===== config.mk =====
export PLATFORM = sky130hd
export DESIGN_NAME = seg_spin_monitor_flat
export DESIGN_NICKNAME = d
export VERILOG_FILES = /design/src/rtl/seg_spin_monitor_if.sv /design/src/rtl/seg_spin_monitor.sv /design/src/flat_wrapper.sv
export SDC_FILE = /design/constraint.sdc
export NUM_CORES = 1
export LEC_CHECK = 0
export BUFFER_PORTS_ARGS = -buffer_cell sky130_fd_sc_hd__clkbuf_2
export CAP_MARGIN = 20
export CORE_UTILIZATION = 35
export DETAILED_ROUTE_END_ITERATION = 8
export SLEW_MARGIN = 20
export SYNTH_ARGS = -nofsm -noshare
export SYNTH_HDL_FRONTEND = slang
export SYNTH_SLANG_ARGS = --single-unit

===== constraint.sdc =====
create_clock -name clk -period 9.27 [get_ports clk]
set_clock_uncertainty 0.2 [all_clocks]
set_input_delay 1.854 -clock clk [delete_from_list [all_inputs] [get_ports clk]]
set_output_delay 1.854 -clock clk [all_outputs]
set_load 0.005 [all_outputs]

===== src/rtl/seg_spin_monitor_if.sv =====
// Segment bus and monitor result signals for seg_spin_monitor.
// master: side driving seg_n and observing results; slave: the monitor itself.
interface seg_spin_monitor_if;
  logic [7:0] seg_n;
  logic       valid;
  logic [7:0] pattern;
  logic [3:0] digit;
  logic       is_digit;
  logic [2:0] spin_step;
  logic       spin_lock;
  logic       spin_err;
  logic [7:0] rev_count;

  modport master (
    output seg_n,
    input  valid, pattern, digit, is_digit, spin_step, spin_lock, spin_err, rev_count
  );

  modport slave (
    input  seg_n,
    output valid, pattern, digit, is_digit, spin_step, spin_lock, spin_err, rev_count
  );
endinterface


===== src/rtl/seg_spin_monitor.sv =====
// Glitch-filtered receiver for an active-low 7-segment bus with spinner sequence tracking.
// Define SEG_MON_HEX_EN to compile in the hex glyph decoder (digit/is_digit); otherwise both read 0.
//
// state     | meaning
// ST_IDLE   | waiting for spinner step 0 (0x01); spin_step holds
// ST_TRACK  | following the spinner, fewer than LOCK_STEPS good transitions
// ST_LOCKED | LOCK_STEPS good transitions seen; 7->0 wraps count revolutions
module seg_spin_monitor #(
  parameter int unsigned STABLE_CYCLES = 4,
  parameter int unsigned LOCK_STEPS    = 8
) (
  input  logic              clk,
  input  logic              reset,
  seg_spin_monitor_if.slave bus
);

  typedef enum logic [1:0] {
    ST_IDLE   = 2'd0,
    ST_TRACK  = 2'd1,
    ST_LOCKED = 2'd2
  } spin_state_t;

  localparam logic [7:0] STABLE_W = 8'(STABLE_CYCLES);
  localparam logic [7:0] LOCK_W   = 8'(LOCK_STEPS);

  function automatic logic [6:0] spin_code(input logic [2:0] idx);
    logic [6:0] code;
    case (idx)
      3'd0:    code = 7'h01;
      3'd1:    code = 7'h02;
      3'd2:    code = 7'h40;
      3'd3:    code = 7'h10;
      3'd4:    code = 7'h08;
      3'd5:    code = 7'h04;
      3'd6:    code = 7'h40;
      default: code = 7'h20;
    endcase
    return code;
  endfunction

  // ---------------- stability filter ----------------
  logic [7:0] sample;
  logic [7:0] prev_sample;
  logic [7:0] stable_cnt;
  logic [7:0] last_acc;
  logic       run_done;
  logic       accept;

  assign sample = ~bus.seg_n;

  // run_done makes acceptance one-shot per run even when the counter saturates
  assign accept = (stable_cnt >= STABLE_W) && !run_done && (prev_sample != last_acc);

  always_ff @(posedge clk) begin
    if (reset) begin
      prev_sample <= 8'h00;
      stable_cnt  <= 8'h00;
      run_done    <= 1'b0;
      last_acc    <= 8'h00;
    end else begin
      prev_sample <= sample;
      if (sample != prev_sample) begin
        stable_cnt <= 8'd1;
        run_done   <= 1'b0;
      end else begin
        if (stable_cnt != 8'hFF) stable_cnt <= stable_cnt + 8'd1;
        if (stable_cnt >= STABLE_W) run_done <= 1'b1;
      end
      if (accept) last_acc <= prev_sample;
    end
  end

  // ---------------- spinner tracker ----------------
  spin_state_t state_q, state_d;
  logic [2:0]  step_q, step_d;
  logic [7:0]  run_q, run_d;
  logic [7:0]  rev_q, rev_d;
  logic        err_q, err_d;
  logic [6:0]  acc_seg;
  logic [6:0]  exp_next;
  logic [7:0]  run_inc;

  assign acc_seg  = prev_sample[6:0];
  assign exp_next = spin_code(step_q + 3'd1);
  assign run_inc  = (run_q == 8'hFF) ? run_q : run_q + 8'd1;

  always_ff @(posedge clk) begin
    if (reset) begin
      state_q <= ST_IDLE;
      step_q  <= 3'd0;
      run_q   <= 8'd0;
      rev_q   <= 8'd0;
      err_q   <= 1'b0;
    end else begin
      state_q <= state_d;
      step_q  <= step_d;
      run_q   <= run_d;
      rev_q   <= rev_d;
      err_q   <= err_d;
    end
  end

  // step 2 and step 6 share the g code, so matching is always against the expected next step
  always_comb begin
    state_d = state_q;
    step_d  = step_q;
    run_d   = run_q;
    rev_d   = rev_q;
    err_d   = 1'b0;
    if (accept) begin
      if (acc_seg == 7'h00) begin
        state_d = ST_IDLE;
      end else if (state_q == ST_IDLE) begin
        if (acc_seg == 7'h01) begin
          state_d = ST_TRACK;
          step_d  = 3'd0;
          run_d   = 8'd0;
        end
      end else if (acc_seg == exp_next) begin
        step_d = step_q + 3'd1;
        run_d  = run_inc;
        if (run_inc >= LOCK_W) state_d = ST_LOCKED;
        if ((state_q == ST_LOCKED) && (step_q == 3'd7)) rev_d = rev_q + 8'd1;
      end else begin
        err_d = 1'b1;
        if (acc_seg == 7'h01) begin
          state_d = ST_TRACK;
          step_d  = 3'd0;
          run_d   = 8'd0;
        end else begin
          state_d = ST_IDLE;
        end
      end
    end
  end

  // ---------------- outputs ----------------
  logic       valid_q;
  logic [7:0] pattern_q;

  always_ff @(posedge clk) begin
    if (reset) begin
      valid_q   <= 1'b0;
      pattern_q <= 8'h00;
    end else begin
      valid_q <= accept;
      if (accept) pattern_q <= prev_sample;
    end
  end

  assign bus.valid     = valid_q;
  assign bus.pattern   = pattern_q;
  assign bus.spin_step = step_q;
  assign bus.spin_lock = (state_q == ST_LOCKED);
  assign bus.spin_err  = err_q;
  assign bus.rev_count = rev_q;

`ifdef SEG_MON_HEX_EN
  function automatic logic [4:0] hex_decode(input logic [6:0] seg);
    logic [4:0] r;
    case (seg)
      7'h3F:   r = 5'h10;
      7'h06:   r = 5'h11;
      7'h5B:   r = 5'h12;
      7'h4F:   r = 5'h13;
      7'h66:   r = 5'h14;
      7'h6D:   r = 5'h15;
      7'h7D:   r = 5'h16;
      7'h07:   r = 5'h17;
      7'h7F:   r = 5'h18;
      7'h6F:   r = 5'h19;
      7'h77:   r = 5'h1A;
      7'h7C:   r = 5'h1B;
      7'h39:   r = 5'h1C;
      7'h5E:   r = 5'h1D;
      7'h79:   r = 5'h1E;
      7'h71:   r = 5'h1F;
      default: r = 5'h00;
    endcase
    return r;
  endfunction

  logic [3:0] digit_q;
  logic       is_digit_q;
  logic [4:0] dec;

  assign dec = hex_decode(prev_sample[6:0]);

  always_ff @(posedge clk) begin
    if (reset) begin
      digit_q    <= 4'd0;
      is_digit_q <= 1'b0;
    end else if (accept) begin
      digit_q    <= dec[3:0];
      is_digit_q <= dec[4];
    end
  end

  assign bus.digit    = digit_q;
  assign bus.is_digit = is_digit_q;
`else
  assign bus.digit    = 4'd0;
  assign bus.is_digit = 1'b0;
`endif

endmodule


===== src/flat_wrapper.sv =====
// flat-port wrapper written by rule: the top's interface ports become plain ports
module seg_spin_monitor_flat 
#(
  parameter int unsigned STABLE_CYCLES = 4,
  parameter int unsigned LOCK_STEPS    = 8
)
  (clk, reset, bus_seg_n, bus_valid, bus_pattern, bus_digit, bus_is_digit, bus_spin_step, bus_spin_lock, bus_spin_err, bus_rev_count);
  seg_spin_monitor_if bus_i ();
  input  logic clk;
  input  logic reset;
  input wire logic [$bits(bus_i.seg_n)-1:0] bus_seg_n;
  output wire logic [$bits(bus_i.valid)-1:0] bus_valid;
  output wire logic [$bits(bus_i.pattern)-1:0] bus_pattern;
  output wire logic [$bits(bus_i.digit)-1:0] bus_digit;
  output wire logic [$bits(bus_i.is_digit)-1:0] bus_is_digit;
  output wire logic [$bits(bus_i.spin_step)-1:0] bus_spin_step;
  output wire logic [$bits(bus_i.spin_lock)-1:0] bus_spin_lock;
  output wire logic [$bits(bus_i.spin_err)-1:0] bus_spin_err;
  output wire logic [$bits(bus_i.rev_count)-1:0] bus_rev_count;
  assign bus_i.seg_n = bus_seg_n;
  assign bus_valid = bus_i.valid;
  assign bus_pattern = bus_i.pattern;
  assign bus_digit = bus_i.digit;
  assign bus_is_digit = bus_i.is_digit;
  assign bus_spin_step = bus_i.spin_step;
  assign bus_spin_lock = bus_i.spin_lock;
  assign bus_spin_err = bus_i.spin_err;
  assign bus_rev_count = bus_i.rev_count;
  seg_spin_monitor #(.STABLE_CYCLES(STABLE_CYCLES), .LOCK_STEPS(LOCK_STEPS)) u_core (.clk(clk), .reset(reset), .bus(bus_i));
endmodule

---- After elaboration in Yosys (flattened, before gate mapping) ----
Index checks and enable logic that the tools add are counted.
storage, ports and cells
  bits in latches ......................... 0
  bits in read-only memories .............. 0
  memories kept ........................... 0
  bits in writable memories ............... 0
  input bits .............................. 10
  output and inout port bits .............. 27
  bits in registers ....................... 48
cells by class
  mux-type cells .......................... 17
  add/subtract/negate cells ............... 4
  reductions and logical operators ........ 14
  div/mod/pow operators ................... 0
  multiply operators ...................... 0
  eq/ne operators ......................... 16
  bitwise gates (word level) .............. 4
  $lt $le $gt $ge ......................... 2
  shift-type cells ........................ 0
operators by type and width
  cell                 count
  $pmux 7 s6           1
  $mux 8               4
  $add 8x1->8 const B  3
  $ne 8x8->1           2
  $eq 3x3->1 const B   4
  $mux 2               5
  $mux 3               3
  $eq 8x8->1 const B   1
  $ge 8x3->1 const B   1
  $ge 8x4->1 const B   1
  $ne 8x8->1 const B   1
  $not 8->8            1
  $eq 7x1->1 const B   1
  $eq 7x7->1           1
  $logic_not 7->1      1
  $eq 3x2->1 const B   2
  $reduce_and 5->1     1
  $mux 1               4
  $ne 4x2->1 const B   1
  $reduce_or 2->1      2
  $reduce_or 4->1      1
  $add 3x1->3 const B  1
  $eq 3x1->1 const B   1
  $logic_and 1x1->1    3
  other kinds (9)      11

---- Logic depth before layout (Yosys ltp) ----
  depth after elaboration ................. 8
  depth in mapped cells ................... 10
  gate-level depth less buffers ........... 8

---- Worst setup path before layout ----
No wires, ideal clock.
  kind .................................... register -> register
  start point ............................. register u_core.step_q[0] (netlist: u_core.bus.spin_step[0])
  end point ............................... register u_core.rev_q[4] (netlist: u_core.bus.rev_count[4])
  setup slack ............................. 6.177 ns
  arrival ................................. 2.823 ns
  buffers on the path ..................... 1
  cell stages (with the launch flop) ...... 10
  period minus slack after synthesis ...... 3.093 ns
  required time ........................... 9.000 ns
  path through ............................ dfxtp_1 ha_1 ha_1 a21boi_1 or3_1 a2111o_1 or3_4 buf_6 or4_1 a21oi_1
on the way
  cells in the longest elaborated chain, start to end .. 6
  elaborated cells on any way between the ends .. 14
  classes of those cells .................. add/sub: 1; eq/ne: 8; mux: 1; reduce/logical: 4
RTL lines
  what                                             line                     source
  start: declaration                               seg_spin_monitor.sv:75   logic [2:0] step_q, step_d;
  start signal: assignment                         seg_spin_monitor.sv:96   step_q <= step_d;
  $add 3x1->3                                      seg_spin_monitor.sv:84   assign exp_next = spin_code(step_q + 3'd1);
  $eq 3x2->1 / $eq 3x3->1 (equally long branches)  seg_spin_monitor.sv:28   case (idx)
  $reduce_or 2->1 (no source line)                 --
  $pmux 7 s6                                       seg_spin_monitor.sv:28
  $eq 7x7->1                                       seg_spin_monitor.sv:119  end else if (acc_seg == exp_next) begin
  $reduce_and 5->1 (no source line) (*)            --
  end signal: assignment                           seg_spin_monitor.sv:98   rev_q <= rev_d;
  end: declaration                                 seg_spin_monitor.sv:77   logic [7:0] rev_q, rev_d;
Every way passes the cells marked *; elsewhere a longest branch is shown, timed or not.
A chain may end at the register's enable or synchronous reset.

---- Worst setup path in the final report ----
Ends and elaborated chain as after synthesis.

==> impl_metrics.py <==
metrics = {
    "sta": {
        "rsz0062_at_grt": "false",
        "tns_ns": 0,
        "hold_violations": 0,
        "min_period_ns": 3.293,
        "whs_ns": 0.2881,
        "fin_crit_sh_pct": 35.52,
        "final_max_slew_viol_count": 0,
        "fmax_ghz": 0.3037,
        "slew_headroom_pct": 41.27,
        "worst_slew_pin_slew_ns": 0.8756,
        "setup_viol": 0,
    },
    "finish": {
        "multi_input_area_sq_mm": 0.001513,
        "synthToLayoutAreaGrowth_pct": 10.88,
        "fin_area_sq_mm": 0.002894,
        "nets": 355,
        "layout-drive-gt1-share_pct": 13.77,
        "utilization_pct": 40.11,
        "finalNonFillerCells": 433,
        "diodes": 0,
        "nFillCells": 757,
        "register_area_sq_um": 960.9,
    },
    "cts": {
        "cts_tree": "built",
        "worstSkewPairLatency_ns": 0.30,
        "clk_transition_reported_paths_ns": 0.09,
        "clock-sinks": 48,
        "cts_resized": 0,
        "cts_buffer_depth": 2,
        "htreeDepth": 2,
        "postCtsHoldBufs": 0,
        "cts_setup_buffers": 0,
        "clock_tree.root_cell": "clkbuf_8",
        "cts_made_buffers": 5,
    },
    "routing": {
        "antenna_left": 0,
        "vias": 2197,
        "avgRoutedWirePerCell_um": 12.46,
        "drtPass1Iterations": 6,
        "drtIter0Drc": 139,
        "drt_wl_total_um": 5395,
        "drcViolationCount": 2,
        "vias_per_cell": 5.074,
    },
    "place": {
        "io_buffer_count": 31,
        "dp_cells": 425,
        "gp_congestion": 0.7267,
        "place_area_sq_mm": 0.002783,
        "post-dp-hpwl_um": 3890,
    },
    "worst_setup_path": {
        "crit_type": "register to register",
        "critPathCaptureType": "register",
        "cp_data_required_time_ns": 9.30,
        "worstSetupStartpointType": "register",
        "crit_fanout": 20,
        "crit_arrival_ns": 3.32,
    },
    "synth": {
        "synth_area_leaders": "dfxtp_1, xor2_1, ha_1",
        "syn_area_sq_mm": 0.002610,
        "synth_flop_cell": "dfxtp_1",
        "synth_edf_count": 0,
        "ys_warn_count": 0,
        "ys_seq_elements": 48,
        "synthArstFlopShare_pct": 0,
        "synth_area_per_cell_sq_um": 8.365,
        "yosys.area.top_type": "dfxtp_1",
        "synth_top_area_share_pct": 36.82,
        "syn_inst": 312,
        "yosysSeqAreaShare_pct": 36.82,
        "synth_cell_types": 52,
    },
    "floorplanning": {
        "die_w_um": 88.36,
        "die_y_um": 88.36,
        "start_util_pct": 36.18,
        "io_pins": 37,
        "rows": 31,
        "die-area_sq_mm": 0.007807,
        "coreArea_sq_mm": 0.007214,
    },
    "pwr": {
        "p_leak_uw": 0.001085,
        "max-vdd-ir-drop_mv": 0.05622,
        "powerDensity_mw_per_mm2": 132.0,
    },
    "global_route": {
        "grt_max_degree": 35,
        "grt_pass1_vias": 1928,
        "grt_pass1_wl_um": 8907,
        "grt_antenna_before_repair": 0,
        "grt_usage_pct": 14.47,
        "gr-total-overflow": 0,
    },
    "run": {
        "cap_violations": 0,
    },
    "worst_hold_path": {
        "hold_class": "register to register",
    },
    "run_status": {
        "outcome": "complete, but fails checks",
        "violations": "design-rule violations",
    },
}
worst max-delay path, stage by stage (launching register included):
cell and delay [ns]:
dfxtp_1 0.37, ha_1 0.26, ha_1 0.36, a21boi_1 0.11
or3_1 0.33, a2111o_1 0.45, or3_4 0.46, or4_1 0.53
a21oi_1 0.14
metal layers:
layer | wire (um) | global-route usage (%) | vias up | part of all wire (%)
li1 | - | - | 1133 | -
met1 | 2591 | 19.21 | 1029 | 48
met2 | 2627 | 24.41 | 31 | 49
met3 | 133 | 2.239 | 4 | 2.5
met4 | 42 | 3.959 | 0 | 0.78
met5 | 0 | 0 | - | 0
path summary, 6_finish.rpt:
path	start	endpoint	slack [ns]	cells past startpoint
min	u_core.bus.rev_count[7]	u_core.bus.rev_count[7]	0.29	2
max reg2reg	u_core.bus.spin_step[0]	u_core.bus.rev_count[4]	5.98	8
min reg2reg	u_core.bus.rev_count[7]	u_core.bus.rev_count[7]	0.29	2
max	u_core.bus.spin_step[0]	u_core.bus.rev_count[4]	5.98	8
power breakdown:
part | internal, uW | total (uW) | switching (uW)
sequential | 208 | 213 | 4.39
clock | 79.9 | 152 | 72.0
combinational | 7.17 | 17.6 | 10.4
total | 295 | 382 | 86.8
layout by cell type, fill, tap and decap left out, types with 2 or more instances in the layout:
cell type,count
xnor2_1,5
nor2b_1,4
nor3_1,11
a21oi_1,28
clkbuf_8,5
or4_1,6
and3_1,4
mux2i_1,2
nand2_1,35
o21ai_0,5
a211oi_1,3
nand3_1,15
and4_1,3
dfxtp_1,48
nand4_1,5
a2111o_1,3
and2_1,4
nand2b_1,6
clkbuf_2,31
or3_1,4
nor2_1,26
and4b_1,2
ha_1,12
o31ai_1,4
xor2_1,18
o21a_1,2
nor4_1,4
mux2_2,4
conb_1,5
inv_1,8
sequential cells by signal, summed over array words and instances (netlist names):
register and flops:
u_core.bus.valid 1, u_core.last_acc 8, u_core.run_done 1, u_core.stable_cnt 8, u_core.run_q 8, u_core.bus.rev_count 8
u_core.state_q 2, u_core.bus.spin_err 1, u_core.bus.spin_step 3, u_core.prev_sample 8
layout make-up:
class	instances	area share (%)
Tap cell	99	4.280
Timing Repair Buffer	31	5.361
Sequential cell	48	33.20
Clock inverter	3	1.470
Clock buffer	5	2.378
Multi-Input combinational cell	239	52.27
Inverter	8	1.038
cell usage after synthesis, drive strengths merged, types with 6 or more instances:
cell type,instances
dfxtp,48
clkbuf,9
buf,12
nand2,35
o21ai,6
ha,12
or4,6
xor2,18
nand3,15
nor3,12
inv,8
a21oi,28
nand2b,6
nor2,26
stage by stage:
| step | power [uW] | worst slack (ns) |
|---|---|---|
| 2_1_floorplan | 231.8 | 6.177 |
| 3_3_place_gp | 234.7 | 5.889 |
| 3_5_place_dp | 235.0 | 5.830 |
| 4_1_cts | 385.2 | 5.956 |
| 5_1_grt | 396.0 | 5.821 |
| 6_report | 381.9 | 5.977 |
logic make-up (layout without fill, tap and decap cells):
logic type,after synthesis,in the layout,synth area share [%]
compound gates,54,54,12.90
xor+xnor,23,23,7.718
fa+ha+maj,12,12,5.752
buf+inv,29,47,5.801
flops,48,48,36.82
mux,6,6,2.493
other cells,1,5,0.1437
simple gates,139,139,28.38
Power figures use the tool's default switching activity.
